$ cat config.mk
export PLATFORM = sky130hd
export DESIGN_NAME = stage_mem
export DESIGN_NICKNAME = d
export VERILOG_FILES = /design/src/rtl/stage_mem_pkg.sv /design/src/rtl/stage_mem_lane_align.sv /design/src/rtl/stage_mem.sv
export SDC_FILE = /design/constraint.sdc
export NUM_CORES = 1
export LEC_CHECK = 0
export CAP_MARGIN = 20
export CORE_MARGIN = 3
export CORE_UTILIZATION = 45
export DETAILED_ROUTE_END_ITERATION = 8
export PLACE_DENSITY = 0.92
export SLEW_MARGIN = 20
export SYNTH_ARGS = -nofsm -noshare
export SYNTH_HDL_FRONTEND = slang
export SYNTH_SLANG_ARGS = --single-unit
$ cat constraint.sdc
create_clock -name cpu_clk_50M -period 3.8 [get_ports cpu_clk_50M]
set_clock_uncertainty 0.1 [all_clocks]
set_input_delay 0.76 -clock cpu_clk_50M [delete_from_list [all_inputs] [get_ports cpu_clk_50M]]
set_output_delay 0.76 -clock cpu_clk_50M [all_outputs]
set_load 0.05 [all_outputs]
$ cat src/rtl/stage_mem_pkg.sv
// ---------------------------------------------------------------------------
// stage_mem_pkg
//   Shared types for the memory-access stage: the memop bundle produced by
//   decode, the register-file address enum, the MEM stage FSM states,
//   byte-lane write-enable patterns and the byte-swap / alignment helpers.
//   No ports (package).
// ---------------------------------------------------------------------------
package stage_mem_pkg;

  typedef logic [31:0] word_t;

  typedef enum logic [1:0] {
    MEM_NONE  = 2'd0,
    MEM_LOAD  = 2'd1,
    MEM_STORE = 2'd2
  } ls_type_enum;

  typedef enum logic [1:0] {
    LS_BYTE = 2'd0,
    LS_HALF = 2'd1,
    LS_WORD = 2'd2
  } ls_width_enum;

  typedef struct packed {
    ls_type_enum  ls_type;
    ls_width_enum ls_width;
    logic         sign;      // 1 = sign-extend narrow loads
  } memop_struct;

  typedef enum logic [4:0] {
    REG_ZERO, REG_AT, REG_V0, REG_V1, REG_A0, REG_A1, REG_A2, REG_A3,
    REG_T0, REG_T1, REG_T2, REG_T3, REG_T4, REG_T5, REG_T6, REG_T7,
    REG_S0, REG_S1, REG_S2, REG_S3, REG_S4, REG_S5, REG_S6, REG_S7,
    REG_T8, REG_T9, REG_K0, REG_K1, REG_GP, REG_SP, REG_FP, REG_RA
  } reg_enum;

  typedef enum logic [1:0] {
    IDLE = 2'd0,
    REQ  = 2'd1,
    DONE = 2'd2
  } mem_state_enum;

  // Write-enable patterns for lane 0; shifted left by the byte offset.
  localparam logic [3:0] WE_NONE = 4'b0000;
  localparam logic [3:0] WE_BYTE = 4'b0001;
  localparam logic [3:0] WE_HALF = 4'b0011;
  localparam logic [3:0] WE_WORD = 4'b1111;

  // Converts between MIPS big-endian byte order and little-endian lanes.
  function automatic word_t byteswap(input word_t w);
    return {w[7:0], w[15:8], w[23:16], w[31:24]};
  endfunction

  // A half must sit on an even address, a word on a multiple of four.
  function automatic logic misaligned(input ls_width_enum width,
                                      input logic [1:0]   off);
    logic bad;
    bad = 1'b0;
    case (width)
      LS_HALF: bad = off[0];
      LS_WORD: bad = (off != 2'b00);
      default: bad = 1'b0;
    endcase
    return bad;
  endfunction

endpackage

$ cat src/rtl/stage_mem_lane_align.sv
// ---------------------------------------------------------------------------
// mem_lane_align
//   Purely combinational lane steering between MIPS big-endian register data
//   and the little-endian data-memory word.
//   Store side: replicates/swaps register data into lanes and builds the
//   byte write enables. Load side: picks the addressed lanes from the raw
//   read word and sign/zero-extends them.
//   Low address bits that do not apply to the access width are ignored
//   (half uses off[1] only, word uses lane 0).
// Ports:
//   width     in  access width (byte/half/word)
//   sign      in  sign-extend narrow loads
//   off       in  byte offset, addr[1:0]
//   st_data   in  store data (rt), big-endian register value
//   ld_raw    in  raw little-endian read word
//   st_wdata  out lane-aligned store word
//   st_we     out byte-lane write enables
//   ld_data   out extracted, extended load value
// ---------------------------------------------------------------------------
module mem_lane_align
  import stage_mem_pkg::*;
(
  input  ls_width_enum width,
  input  logic         sign,
  input  logic [1:0]   off,
  input  word_t        st_data,
  input  word_t        ld_raw,
  output word_t        st_wdata,
  output logic [3:0]   st_we,
  output word_t        ld_data
);

  logic [1:0]  eff_off;
  logic [1:0]  eff_off_hi;
  logic [7:0]  lane [4];
  logic [15:0] half_val;
  logic [7:0]  byte_val;

  genvar gi;
  generate
    for (gi = 0; gi < 4; gi++) begin : g_lane
      assign lane[gi] = ld_raw[8*gi +: 8];
    end
  endgenerate

  always_comb begin
    eff_off = off;
    case (width)
      LS_HALF: eff_off = {off[1], 1'b0};
      LS_BYTE: eff_off = off;
      default: eff_off = 2'b00;
    endcase
  end

  // Second lane of a half access; eff_off is even for halves.
  assign eff_off_hi = {eff_off[1], 1'b1};
  assign byte_val   = lane[eff_off];
  // MIPS byte 0 is most significant, so the lower lane is the high byte.
  assign half_val   = {lane[eff_off], lane[eff_off_hi]};

  always_comb begin
    st_wdata = byteswap(st_data);
    st_we    = WE_WORD;
    ld_data  = byteswap(ld_raw);
    case (width)
      LS_BYTE: begin
        st_wdata = {4{st_data[7:0]}};
        st_we    = WE_BYTE << eff_off;
        ld_data  = {{24{sign & byte_val[7]}}, byte_val};
      end
      LS_HALF: begin
        st_wdata = {2{st_data[7:0], st_data[15:8]}};
        st_we    = WE_HALF << eff_off;
        ld_data  = {{16{sign & half_val[15]}}, half_val};
      end
      default: begin
        st_wdata = byteswap(st_data);
        st_we    = WE_WORD;
        ld_data  = byteswap(ld_raw);
      end
    endcase
  end

endmodule

$ cat src/rtl/stage_mem.sv
// ---------------------------------------------------------------------------
// stage_mem
//   MIPS memory-access stage. Non-memory instructions pass straight through
//   to write-back in the same cycle. Loads and stores run a req/ack
//   transaction on the data-memory port (IDLE -> REQ -> DONE) while holding
//   the pipe with mem_o_stall; the MEM input bundle therefore stays stable
//   for the whole transaction and is used directly by the lane aligner.
//   A request outstanding for TIMEOUT cycles without dm_ack is abandoned
//   and reported through mem_o_buserr (TIMEOUT=0 disables this).
//   Optional macro MEM_ALIGN_CHECK_EN: misaligned half/word accesses skip
//   the bus entirely and finish with mem_o_buserr set.
// Parameters:
//   TIMEOUT  REQ cycles without ack before bus error (0 = never)
//   CNT_W    timeout counter width, 2**CNT_W > TIMEOUT
// Ports:
//   cpu_clk_50M   in  clock
//   cpu_rst_n     in  synchronous active-low reset
//   mem_i_valid   in  instruction valid in MEM
//   mem_i_memop   in  load/store type, width, sign
//   mem_i_dm2rf   in  load result goes to RF
//   mem_i_rfwe    in  RF write enable
//   mem_i_rfwa    in  RF write address
//   mem_i_aluout  in  ALU result / effective address
//   mem_i_dmdin   in  store data
//   mem_o_stall   out freeze IF..MEM
//   dm_req        out memory request
//   dm_we         out byte-lane write enables (0 = read)
//   dm_addr       out word address
//   dm_wdata      out little-endian lane data
//   dm_ack        in  transaction complete
//   dm_rdata      in  raw read word, valid with dm_ack
//   mem_o_valid   out result valid to WB
//   mem_o_rfwe    out RF write enable
//   mem_o_rfwa    out RF write address
//   mem_o_wd      out RF write data
//   mem_o_buserr  out bus error on this instruction
// ---------------------------------------------------------------------------
module stage_mem
  import stage_mem_pkg::*;
#(
  parameter int TIMEOUT = 16,
  parameter int CNT_W   = 5
) (
  input  logic        cpu_clk_50M,
  input  logic        cpu_rst_n,
  input  logic        mem_i_valid,
  input  memop_struct mem_i_memop,
  input  logic        mem_i_dm2rf,
  input  logic        mem_i_rfwe,
  input  reg_enum     mem_i_rfwa,
  input  word_t       mem_i_aluout,
  input  word_t       mem_i_dmdin,
  output logic        mem_o_stall,
  output logic        dm_req,
  output logic [3:0]  dm_we,
  output word_t       dm_addr,
  output word_t       dm_wdata,
  input  logic        dm_ack,
  input  word_t       dm_rdata,
  output logic        mem_o_valid,
  output logic        mem_o_rfwe,
  output reg_enum     mem_o_rfwa,
  output word_t       mem_o_wd,
  output logic        mem_o_buserr
);

  localparam bit TO_EN = (TIMEOUT != 0);
  localparam logic [CNT_W-1:0] TO_LAST = CNT_W'((TIMEOUT == 0) ? 0 : TIMEOUT - 1);

  mem_state_enum    state_reg, state_next;
  logic             req_reg, req_next;
  logic [3:0]       we_reg, we_next;
  word_t            addr_reg, addr_next;
  word_t            wdata_reg, wdata_next;
  word_t            ld_reg, ld_next;
  logic [CNT_W-1:0] cnt_reg, cnt_next;
  logic             err_reg, err_next;

  logic             is_mem;
  word_t            st_wdata;
  logic [3:0]       st_we;
  word_t            ld_data;

  assign is_mem = mem_i_valid && (mem_i_memop.ls_type != MEM_NONE);

  mem_lane_align u_align (
    .width    (mem_i_memop.ls_width),
    .sign     (mem_i_memop.sign),
    .off      (mem_i_aluout[1:0]),
    .st_data  (mem_i_dmdin),
    .ld_raw   (dm_rdata),
    .st_wdata (st_wdata),
    .st_we    (st_we),
    .ld_data  (ld_data)
  );

  always_ff @(posedge cpu_clk_50M) begin
    if (!cpu_rst_n) begin
      state_reg <= IDLE;
      req_reg   <= 1'b0;
      we_reg    <= WE_NONE;
      addr_reg  <= '0;
      wdata_reg <= '0;
      ld_reg    <= '0;
      cnt_reg   <= '0;
      err_reg   <= 1'b0;
    end else begin
      state_reg <= state_next;
      req_reg   <= req_next;
      we_reg    <= we_next;
      addr_reg  <= addr_next;
      wdata_reg <= wdata_next;
      ld_reg    <= ld_next;
      cnt_reg   <= cnt_next;
      err_reg   <= err_next;
    end
  end

  // Next-state and register-update logic.
  always_comb begin
    state_next = state_reg;
    req_next   = req_reg;
    we_next    = we_reg;
    addr_next  = addr_reg;
    wdata_next = wdata_reg;
    ld_next    = ld_reg;
    cnt_next   = cnt_reg;
    err_next   = err_reg;
    case (state_reg)
      IDLE: begin
        if (is_mem) begin
          cnt_next = '0;
`ifdef MEM_ALIGN_CHECK_EN
          if (misaligned(mem_i_memop.ls_width, mem_i_aluout[1:0])) begin
            err_next   = 1'b1;
            state_next = DONE;
          end else
`endif
          begin
            req_next   = 1'b1;
            addr_next  = {mem_i_aluout[31:2], 2'b00};
            we_next    = (mem_i_memop.ls_type == MEM_STORE) ? st_we : WE_NONE;
            wdata_next = (mem_i_memop.ls_type == MEM_STORE) ? st_wdata : '0;
            state_next = REQ;
          end
        end
      end
      REQ: begin
        cnt_next = cnt_reg + CNT_W'(1);
        if (dm_ack) begin
          ld_next    = ld_data;
          req_next   = 1'b0;
          state_next = DONE;
        end else if (TO_EN && (cnt_reg == TO_LAST)) begin
          req_next   = 1'b0;
          err_next   = 1'b1;
          state_next = DONE;
        end
      end
      DONE: begin
        err_next   = 1'b0;
        cnt_next   = '0;
        state_next = IDLE;
      end
      default: state_next = IDLE;
    endcase
  end

  // Stage outputs. IDLE serves non-memory ops combinationally; a memory op
  // seen in IDLE only stalls until its result is presented in DONE.
  always_comb begin
    mem_o_stall = 1'b0;
    mem_o_valid = 1'b0;
    mem_o_rfwe  = 1'b0;
    mem_o_wd    = mem_i_aluout;
    case (state_reg)
      IDLE: begin
        mem_o_stall = is_mem;
        mem_o_valid = mem_i_valid && !is_mem;
        mem_o_rfwe  = mem_i_rfwe && mem_i_valid && !is_mem;
      end
      REQ: mem_o_stall = 1'b1;
      DONE: begin
        mem_o_valid = 1'b1;
        mem_o_rfwe  = mem_i_rfwe && mem_i_dm2rf && !err_reg;
        mem_o_wd    = ld_reg;
      end
      default: mem_o_stall = 1'b0;
    endcase
    if (!cpu_rst_n) begin
      mem_o_stall = 1'b0;
      mem_o_valid = 1'b0;
      mem_o_rfwe  = 1'b0;
    end
  end

  assign mem_o_rfwa   = mem_i_rfwa;
  assign mem_o_buserr = err_reg;
  assign dm_req       = req_reg;
  assign dm_we        = we_reg;
  assign dm_addr      = addr_reg;
  assign dm_wdata     = wdata_reg;

endmodule

==> run metrics, run 1 <==
Total Nets Final=936; site row count=39; Internal Power=2060 uW; crit end category=output pin; # IOs=222; initial antenna violation count=0; TritonCTS clock tree=yes; GRT Util Overall=27.4%; post-layout minimum cycle time=3610 ps; syn_area_per_cell=8.54 sq um; DRC=0; First-pass DRT Iterations=5; Die H=117 um; Setup TNS Final=0 ps; Worst Hold Path Cells=2; status=complete, no violations; Critical path origin=state_reg[0]; Final Wtd Congestion=0.878; reg2reg start=state_reg[0]; global-route wire length before repair=29.0 mm; core area=11800 sq um; RSZ-0062 raised after global routing=no; CTS Buf Count=9; Hold Crit Class=flip-flop to flip-flop; Final HPWL DP=13.8 mm; total routed wirelength=19.0 mm; Cell variety after synth=49; H-tree depth=3; Layout area overhead=44.6%; post-cts sizing count=0; final cell count without fillers=991; Ant. Diodes=0; Yosys reg bits=107; CP Max Fanout=21; clk sink count=107; Ys Warns=0; fill count=959; Leak Pwr=0.00292 uW; Fin. Hold Viols=0; worst-path cell chain=nand2b_2 > buf_12 > mux2_2 > clkdlybuf4s50_1; Root Driver=clkbuf_16; ANT nets after route=0; Final Cycle Share=95.0%; largest net degree at the start of global routing=73; arrival time worst endpoint=2750 ps; Iter 0 DRT Violations=458; CP required=2940 ps; Mapped Area=5550 sq um; vias in the first global route=5657; R2R Setup Slk=1650 ps; Worst-Margin Slew=791 ps; Synth Instances=650; Die ar.=13700 sq um; Async SR Flop Fraction=0%; GRT Residual Overflow=0; Psw=930 uW; chip width=117 um; fmax=277 MHz; layout cells sized above 1=13.2%; hold wc startpoint=dm_addr[6]; Final Cell Area=8030 sq um; DR WL/cell=19.2 um; post-CTS setup buffers=0; # setup viols final=0; # hold bufs at CTS=0; Placed Cells=975; Sw Share=31.1%; area post-placement=7710 sq um; register area share after synthesis=38.6%; Pwr Density=372 nW/um^2; Reg power frac=40.7%; Vias/cell=5.76; crit path kind=flip-flop to output pin; Worst R2R End=ld_reg[6]; Max-Cap Viols=0; initial core utilization=47.2%; input/output buffers=209; Worst setup SP type=flip-flop; total power=2990 uW; Logic pwr share=26.2%; Slew HR=47.2%; CP max-delay cell=clkdlybuf4s50_1; part of the power in the clock network=33.1%; Max Root-Sink Buffers=2; vias after detailed routing=5708; Post-synth EDFFs=0; Pins Over Slew Limit=0; peak supply drop=0.292 mV; R2R depth=4; clock-pin slew on the worst setup and hold paths=70 ps; Worst-Skew Late Latency=350 ps; Worst path max stage delay=710 ps; Most used DFF post-synth=dfxtp_1; hold endpoint=dm_addr[6]
-- stage by stage --
step / worst slack [ps] / hold WS [ps] / utilization (%)
floorplan: 633 / 340 / -
global placement: 626 / 341 / 65.6
detailed placement: 570 / 346 / 65.6
CTS: 176 / 356 / 68.3
global route: 77.8 / 372 / 68.3
finish: 191 / 356 / 68.3
-- routing by layer --
metal / up-vias / wire [um] / global-route usage (%) / share of wire [%]
li1: 2663 / - / - / -
met1: 2653 / 7150 / 31.0 / 38
met2: 344 / 9090 / 47.2 / 48
met3: 48 / 2100 / 10.2 / 11
met4: 0 / 675 / 9.79 / 3.5
met5: - / 0 / 0 / 0
-- layout by cell type (no fill, tap or decap), types with 6 or more instances in the layout --
| cell | n |
|---|---|
| nand2_1 | 113 |
| clkbuf_16 | 9 |
| a22o_1 | 7 |
| mux2i_1 | 10 |
| clkdlybuf4s50_1 | 203 |
| and2_1 | 16 |
| o21a_1 | 17 |
| a31o_2 | 7 |
| buf_4 | 16 |
| a22oi_1 | 33 |
| o31ai_1 | 7 |
| mux4_2 | 6 |
| a221oi_1 | 10 |
| nor2_1 | 40 |
| a21oi_1 | 44 |
| dfxtp_1 | 107 |
| o21ai_0 | 57 |
| mux2_2 | 48 |
| a32oi_1 | 9 |
-- final cells by class --
class / instances / area [sq um] / share of cell area, %
multi-input combinational: 473 / 3080 / 38.4
timing repair buffer: 225 / 2260 / 28.1
sequential: 107 / 2140 / 26.7
clock buffer: 11 / 253 / 3.15
tap: 164 / 205 / 2.56
clock inverter: 5 / 65.1 / 0.810
inverter: 6 / 22.5 / 0.281
-- synthesized netlist by cell type, types with 2 or more instances --
master	count	area share (%)
a211oi_1	3	0.41
a21oi_1	44	4.0
a221oi_1	10	1.6
a22o_1	7	1.1
a22oi_1	33	4.5
a31o_2	7	1.1
a32oi_1	9	1.4
and2_1	16	1.8
and3_1	3	0.34
and4b_1	3	0.54
buf_2	26	2.3
buf_4	9	1.2
clkbuf_1	29	2.0
dfxtp_1	107	39
ha_1	2	0.45
inv_1	5	0.34
mux2_2	48	9.7
mux2i_1	10	1.8
mux4_2	6	2.4
nand2_1	113	7.6
nand2b_1	4	0.45
nor2_1	40	2.7
nor2b_1	5	0.56
nor3_1	2	0.18
nor3b_1	2	0.27
o21a_1	17	2.3
o21ai_0	57	5.1
o21ai_1	5	0.45
o221a_2	2	0.41
o31ai_1	7	0.95
-- logic make-up (layout without fill, tap and decap cells) --
logic type / Yosys count / in the layout / synth area share [%]
AO/OA/AOI/OAI: 209 / 209 / 24.7
adder cells (fa/ha/maj): 2 / 2 / 0.451
buffers and inverters: 71 / 247 / 6.13
flip-flops: 107 / 107 / 38.6
multiplexers: 65 / 65 / 14.4
other: 1 / 2 / 0.0675
AND/OR/NAND/NOR: 195 / 195 / 15.6
-- critical path: cells and delay by family (launching register included) --
family                 cells  cell delay [ps]
buffers and inverters      2              940
DFF                        1              620
and+or+nand+nor            1              470
muxes                      1              350
-- power groups by stage --
stage / clock (uW) / combinational (uW) / sequential [uW]
after global routing: 1060 / 829 / 1220
after floorplan: 0 / 374 / 1340
after global placement: 0 / 765 / 1240
after detailed placement: 0 / 776 / 1240
after CTS: 1010 / 781 / 1210
final: 989 / 782 / 1210
-- how the worst max path moves through the flow --
stage,depth (start not counted),slack (ps),endpoint
2_1_floorplan,3,630,mem_o_valid
3_3_place_gp,4,630,mem_o_wd[14]
3_5_place_dp,4,570,mem_o_wd[14]
4_1_cts,4,180,mem_o_wd[14]
5_1_grt,4,80,mem_o_wd[8]
6_report,4,190,mem_o_wd[14]
Power figures use the tool's default switching activity.
==> inputs of run 2 (changes only) <==
CORE_ASPECT_RATIO = 1.75   (was unset)
DONT_BUFFER_PORTS = 1   (was unset)
PLACE_DENSITY = 0.69   (was 0.92)
==> run metrics, run 2 (synthesis results as in run 1) <==
status=complete, no violations; clock-pin slew on the worst setup and hold paths=70 ps (about the same); worst-path cell chain=nand2b_2 > mux2_2; Total Nets Final=720 (-23%); total routed wirelength=16.7 mm (-12%); Pwr Density=445 nW/um^2 (+20%); Slew HR=37.2% (-10 points); chip width=90.0 um (-23%); Place WS=940 ps (+370 ps); CP top delay family=simple AND/OR/NAND/NOR gates; H-tree depth=3 (unchanged); Worst path max stage delay=790 ps (+80 ps); Root Driver=clkbuf_16; TritonCTS clock tree=yes; Layout area overhead=4.37%; arrival time worst endpoint=2360 ps (-390 ps); Final Util=48.0% (-20 points); Final Wtd Congestion=0.829 (-5.5%); worst setup margin=583 ps (+391 ps); Setup TNS Final=0 ps (unchanged); R2R depth=5 (+1); post-CTS setup buffers=0 (unchanged); RSZ-0062 raised after global routing=no; Worst R2R End=ld_reg[26]; post-cts sizing count=0 (unchanged); Die H=153 um (+31%); most frequent cells in the layout=nand2_1, dfxtp_1, o21ai_0, mux2_2, a21oi_1; crit end category=output pin; CP Max Fanout=33 (+57%); vias after detailed routing=4777 (-16%); Fin. Hold Viols=0 (unchanged); GRT Util Overall=23.4% (-3.9 points); Pins Over Slew Limit=0 (unchanged); layout cells sized above 1=15.4% (+2.2 points); peak supply drop=0.216 mV (-26%); worst setup path end=mem_o_wd[28]; # IOs=222 (unchanged); fmax=311 MHz (+12%); Placed Cells=760 (-22%); DRC=0 (unchanged); Worst-Skew Late Latency=350 ps (about the same); reg2reg start=state_reg[0]; Vias/cell=6.16 (+6.9%); Die ar.=13800 sq um (+0.38%); ANT nets after route=0 (unchanged); # hold bufs at CTS=0 (unchanged); commonest non-fill, non-tap cell in the layout=nand2_1; Final Cycle Share=84.7% (-10 points); Worst setup SP type=flip-flop; input/output buffers=0 (-100%); Max-Cap Viols=0 (unchanged); DR WL/cell=21.5 um (+12%); global-route wire length before repair=25.6 mm (-12%); largest net degree at the start of global routing=73 (unchanged); Max Root-Sink Buffers=2 (unchanged); Final HPWL DP=12.2 mm (-12%); final cell count without fillers=776 (-22%); # setup viols final=0 (unchanged); R2R Setup Slk=1430 ps (-220 ps); post-layout minimum cycle time=3220 ps (-391 ps); site row count=53 (+36%); Critical path origin=state_reg[0]; Hold Crit Class=flip-flop to flip-flop; First-pass DRT Iterations=5 (unchanged); Worst-Margin Slew=941 ps (+150 ps); CTS Buf Count=9 (unchanged); critical path depth=2 (-2); Buf/Inv on CP=0 (-2); initial core utilization=46.0% (-1.2 points); GRT Residual Overflow=0 (unchanged); crit path kind=flip-flop to output pin; Leak Pwr=0.00205 uW (-30%); initial antenna violation count=1 (+1); CP max-delay cell=nand2b_2; Iter 0 DRT Violations=290 (-37%); clk sink count=107 (unchanged); core area=12100 sq um (+2.6%); vias in the first global route=4681 (-17%); CP required=2940 ps (about the same)
run 2: cell types whose count changed in the layout (fill, tap and decap cells not counted), sizes merged:
cell / delta
clkdlybuf4s50: -203
buf: -13
inv: -3
clkbuf: +2
bufinv: -1
clkinvlp: +1
diode: +1
run 2: stage by stage:
| stage | area (sq um) | power, uW | hold WS, ps |
|---|---|---|---|
| after floorplan | 5560 | 1710 | 340 |
| after global placement | 5530 | 1730 | 350 |
| after detailed placement | 5530 | 1740 | 357 |
| after CTS | 5790 | 2600 | 367 |
| after global routing | 5800 | 2670 | 415 |
| final | 5800 | 2580 | 368 |
run 2: how the worst min path moves through the flow:
stage / start / end / slack [ps] / depth (start not counted)
3_3_place_gp: cnt_reg[4] / cnt_reg[4] / 350 / 2
6_report: cnt_reg[4] / cnt_reg[4] / 370 / 2
4_1_cts: cnt_reg[4] / cnt_reg[4] / 370 / 2
5_1_grt: cnt_reg[4] / cnt_reg[4] / 420 / 2
2_1_floorplan: cnt_reg[4] / cnt_reg[4] / 340 / 2
3_5_place_dp: cnt_reg[4] / cnt_reg[4] / 360 / 2
run 2: final cells by class:
cell class	instances	area [sq um]
fill	1181	6270
inverter	6	22.5
antenna	1	2.50
timing repair buffer	9	67.6
clock inverter	2	12.5
sequential	107	2140
clock buffer	13	250
multi-input combinational	473	3090
tap	165	206
run 2: worst register-to-register path, delay by kind of cell, from the launching register on:
family,cells,cell delay (ps)
compound gates,2,320
buf+inv,1,320
flops,1,630
simple gates,2,920
run 2: layer usage:
layer	up-vias	GRT usage (%)	part of all wire, %
met3	44	8.12	10
met2	254	40.9	51
met1	2249	24.3	35
met4	0	13.1	4.5
li1	2230	-	-
met5	-	0	0
run 2: power by group:
part	switching, uW	leakage, uW	internal, uW
sequential	152	0.000872	1180
clock	402	0.000126	459
combinational	249	0.00105	135
==> inputs of run 3 (changes only) <==
clock period = 3.2 ns   (was 3.8 ns; I/O delays follow)
==> run metrics, run 3 (synthesis results as in run 1) <==
status=complete, no violations; Root Driver=clkbuf_16; Die H=153 um (unchanged); post-cts sizing count=0 (unchanged); # setup viols final=0 (unchanged); largest net degree at the start of global routing=73 (unchanged); post-layout minimum cycle time=2790 ps; worst-path cell chain=nand2b_2 > buf_12 > mux2_2; crit end category=output pin; vias after detailed routing=4784 (+0.15%); # hold bufs at CTS=0 (unchanged); Vias/cell=6.16 (about the same); Setup TNS Final=0 ps (unchanged); initial core utilization=46.0% (unchanged); global-route wire length before repair=26.6 mm (+3.7%); core area=12100 sq um (unchanged); clock-pin slew on the worst setup and hold paths=80 ps (about the same); H-tree depth=3 (unchanged); Final Cell Area=5830 sq um (+0.67%); Slew HR=37.1% (-0.18 points); final cell count without fillers=777 (+0.13%); CP max-delay cell=dfxtp_1; Layout area overhead=5.07%; fmax=358 MHz; Max-Cap Viols=0 (unchanged); Pwr Density=535 nW/um^2 (+20%); Worst-Skew Late Latency=350 ps (about the same); layout cells sized above 1=16.0% (+0.60 points); GRT Util Overall=24.1% (+0.67 points); clk sink count=107 (unchanged); Placed Cells=761 (+0.13%); CP required=2460 ps (-480 ps); Fin. Hold Viols=0 (unchanged); TritonCTS clock tree=yes; Final Util=48.3% (+0.32 points); Hold Crit Class=primary input to flip-flop; ANT nets after route=0 (unchanged); Iter 0 DRT Violations=306 (+5.5%); RSZ-0062 raised after global routing=no; Pins Over Slew Limit=0 (unchanged); GRT Residual Overflow=0 (unchanged); input/output buffers=0 (unchanged); area occupied by multi-input gates=3090 sq um (about the same); FF+latch area=2140 sq um (unchanged); CP Max Fanout=30 (-9.1%); Ant. Diodes=0 (-1); Buf/Inv on CP=1 (+1); CP top delay family=flip-flops; Worst setup SP type=flip-flop; Max Root-Sink Buffers=2 (unchanged); initial antenna violation count=1 (unchanged); Total Nets Final=721 (+0.14%); fill count=1196 (+1.3%); vias in the first global route=4818 (+2.9%); Final Wtd Congestion=0.843 (+1.7%); Worst path max stage delay=670 ps (-120 ps); peak supply drop=0.275 mV (+27%); Leak Pwr=0.00207 uW (+1.2%); Final Cycle Share=87.3%; arrival time worst endpoint=2050 ps (-310 ps); DR WL/cell=21.6 um (+0.32%); crit path kind=flip-flop to output pin; site row count=53 (unchanged); CTS Buf Count=9 (unchanged); area post-placement=5550 sq um (+0.36%); # IOs=222 (unchanged); post-CTS setup buffers=0 (unchanged); most frequent cells in the layout=nand2_1, dfxtp_1, o21ai_0, mux2_2, a21oi_1; Die ar.=13800 sq um (unchanged); First-pass DRT Iterations=5 (unchanged); chip width=90.0 um (unchanged); commonest non-fill, non-tap cell in the layout=nand2_1; Final HPWL DP=12.0 mm (-1.1%); DRC=0 (unchanged); Worst-Margin Slew=941 ps (-0.721 ps); total routed wirelength=16.8 mm (+0.45%)
-- run 3: final timing paths --
path,cells after the start,start,slack [ps],to
hold / removal,2,mem_i_aluout[19],310,dm_addr[19]
setup reg to reg,4,state_reg[0],1000,ld_reg[5]
hold reg to reg,2,cnt_reg[4],390,cnt_reg[4]
setup / recovery,3,state_reg[0],410,mem_o_wd[29]
-- run 3: where the power goes --
group          switching (uW)  total (uW)  internal [uW]
logic                     296         457            161
clock network             527        1080            557
registers                 181        1580           1400
total                    1000        3120           2120
-- run 3: routing by layer --
layer / vias up / share of wire [%] / track usage, %
met3: 42 / 9.5 / 8.67
met4: 0 / 3.5 / 10.9
li1: 2233 / - / -
met2: 241 / 51 / 43.0
met5: - / 0 / 0
met1: 2268 / 36 / 25.2
-- run 3: cell type report --
cell class	instances	share of cell area, %
multi-input cells	473	52.9
flip-flops and latches	107	36.7
clock buffers	10	4.10
well taps	165	3.54
repair buffers	10	1.50
clock inverters	6	0.815
inverters	6	0.386
-- run 3: through the flow --
stage | hold slack (ps) | worst slack, ps | power [uW]
after global routing | 306 | 313 | 3240
after global placement | 349 | 852 | 2060
final | 311 | 407 | 3120
after CTS | 301 | 442 | 3150
after detailed placement | 383 | 818 | 2070
after floorplan | 340 | 273 | 2030
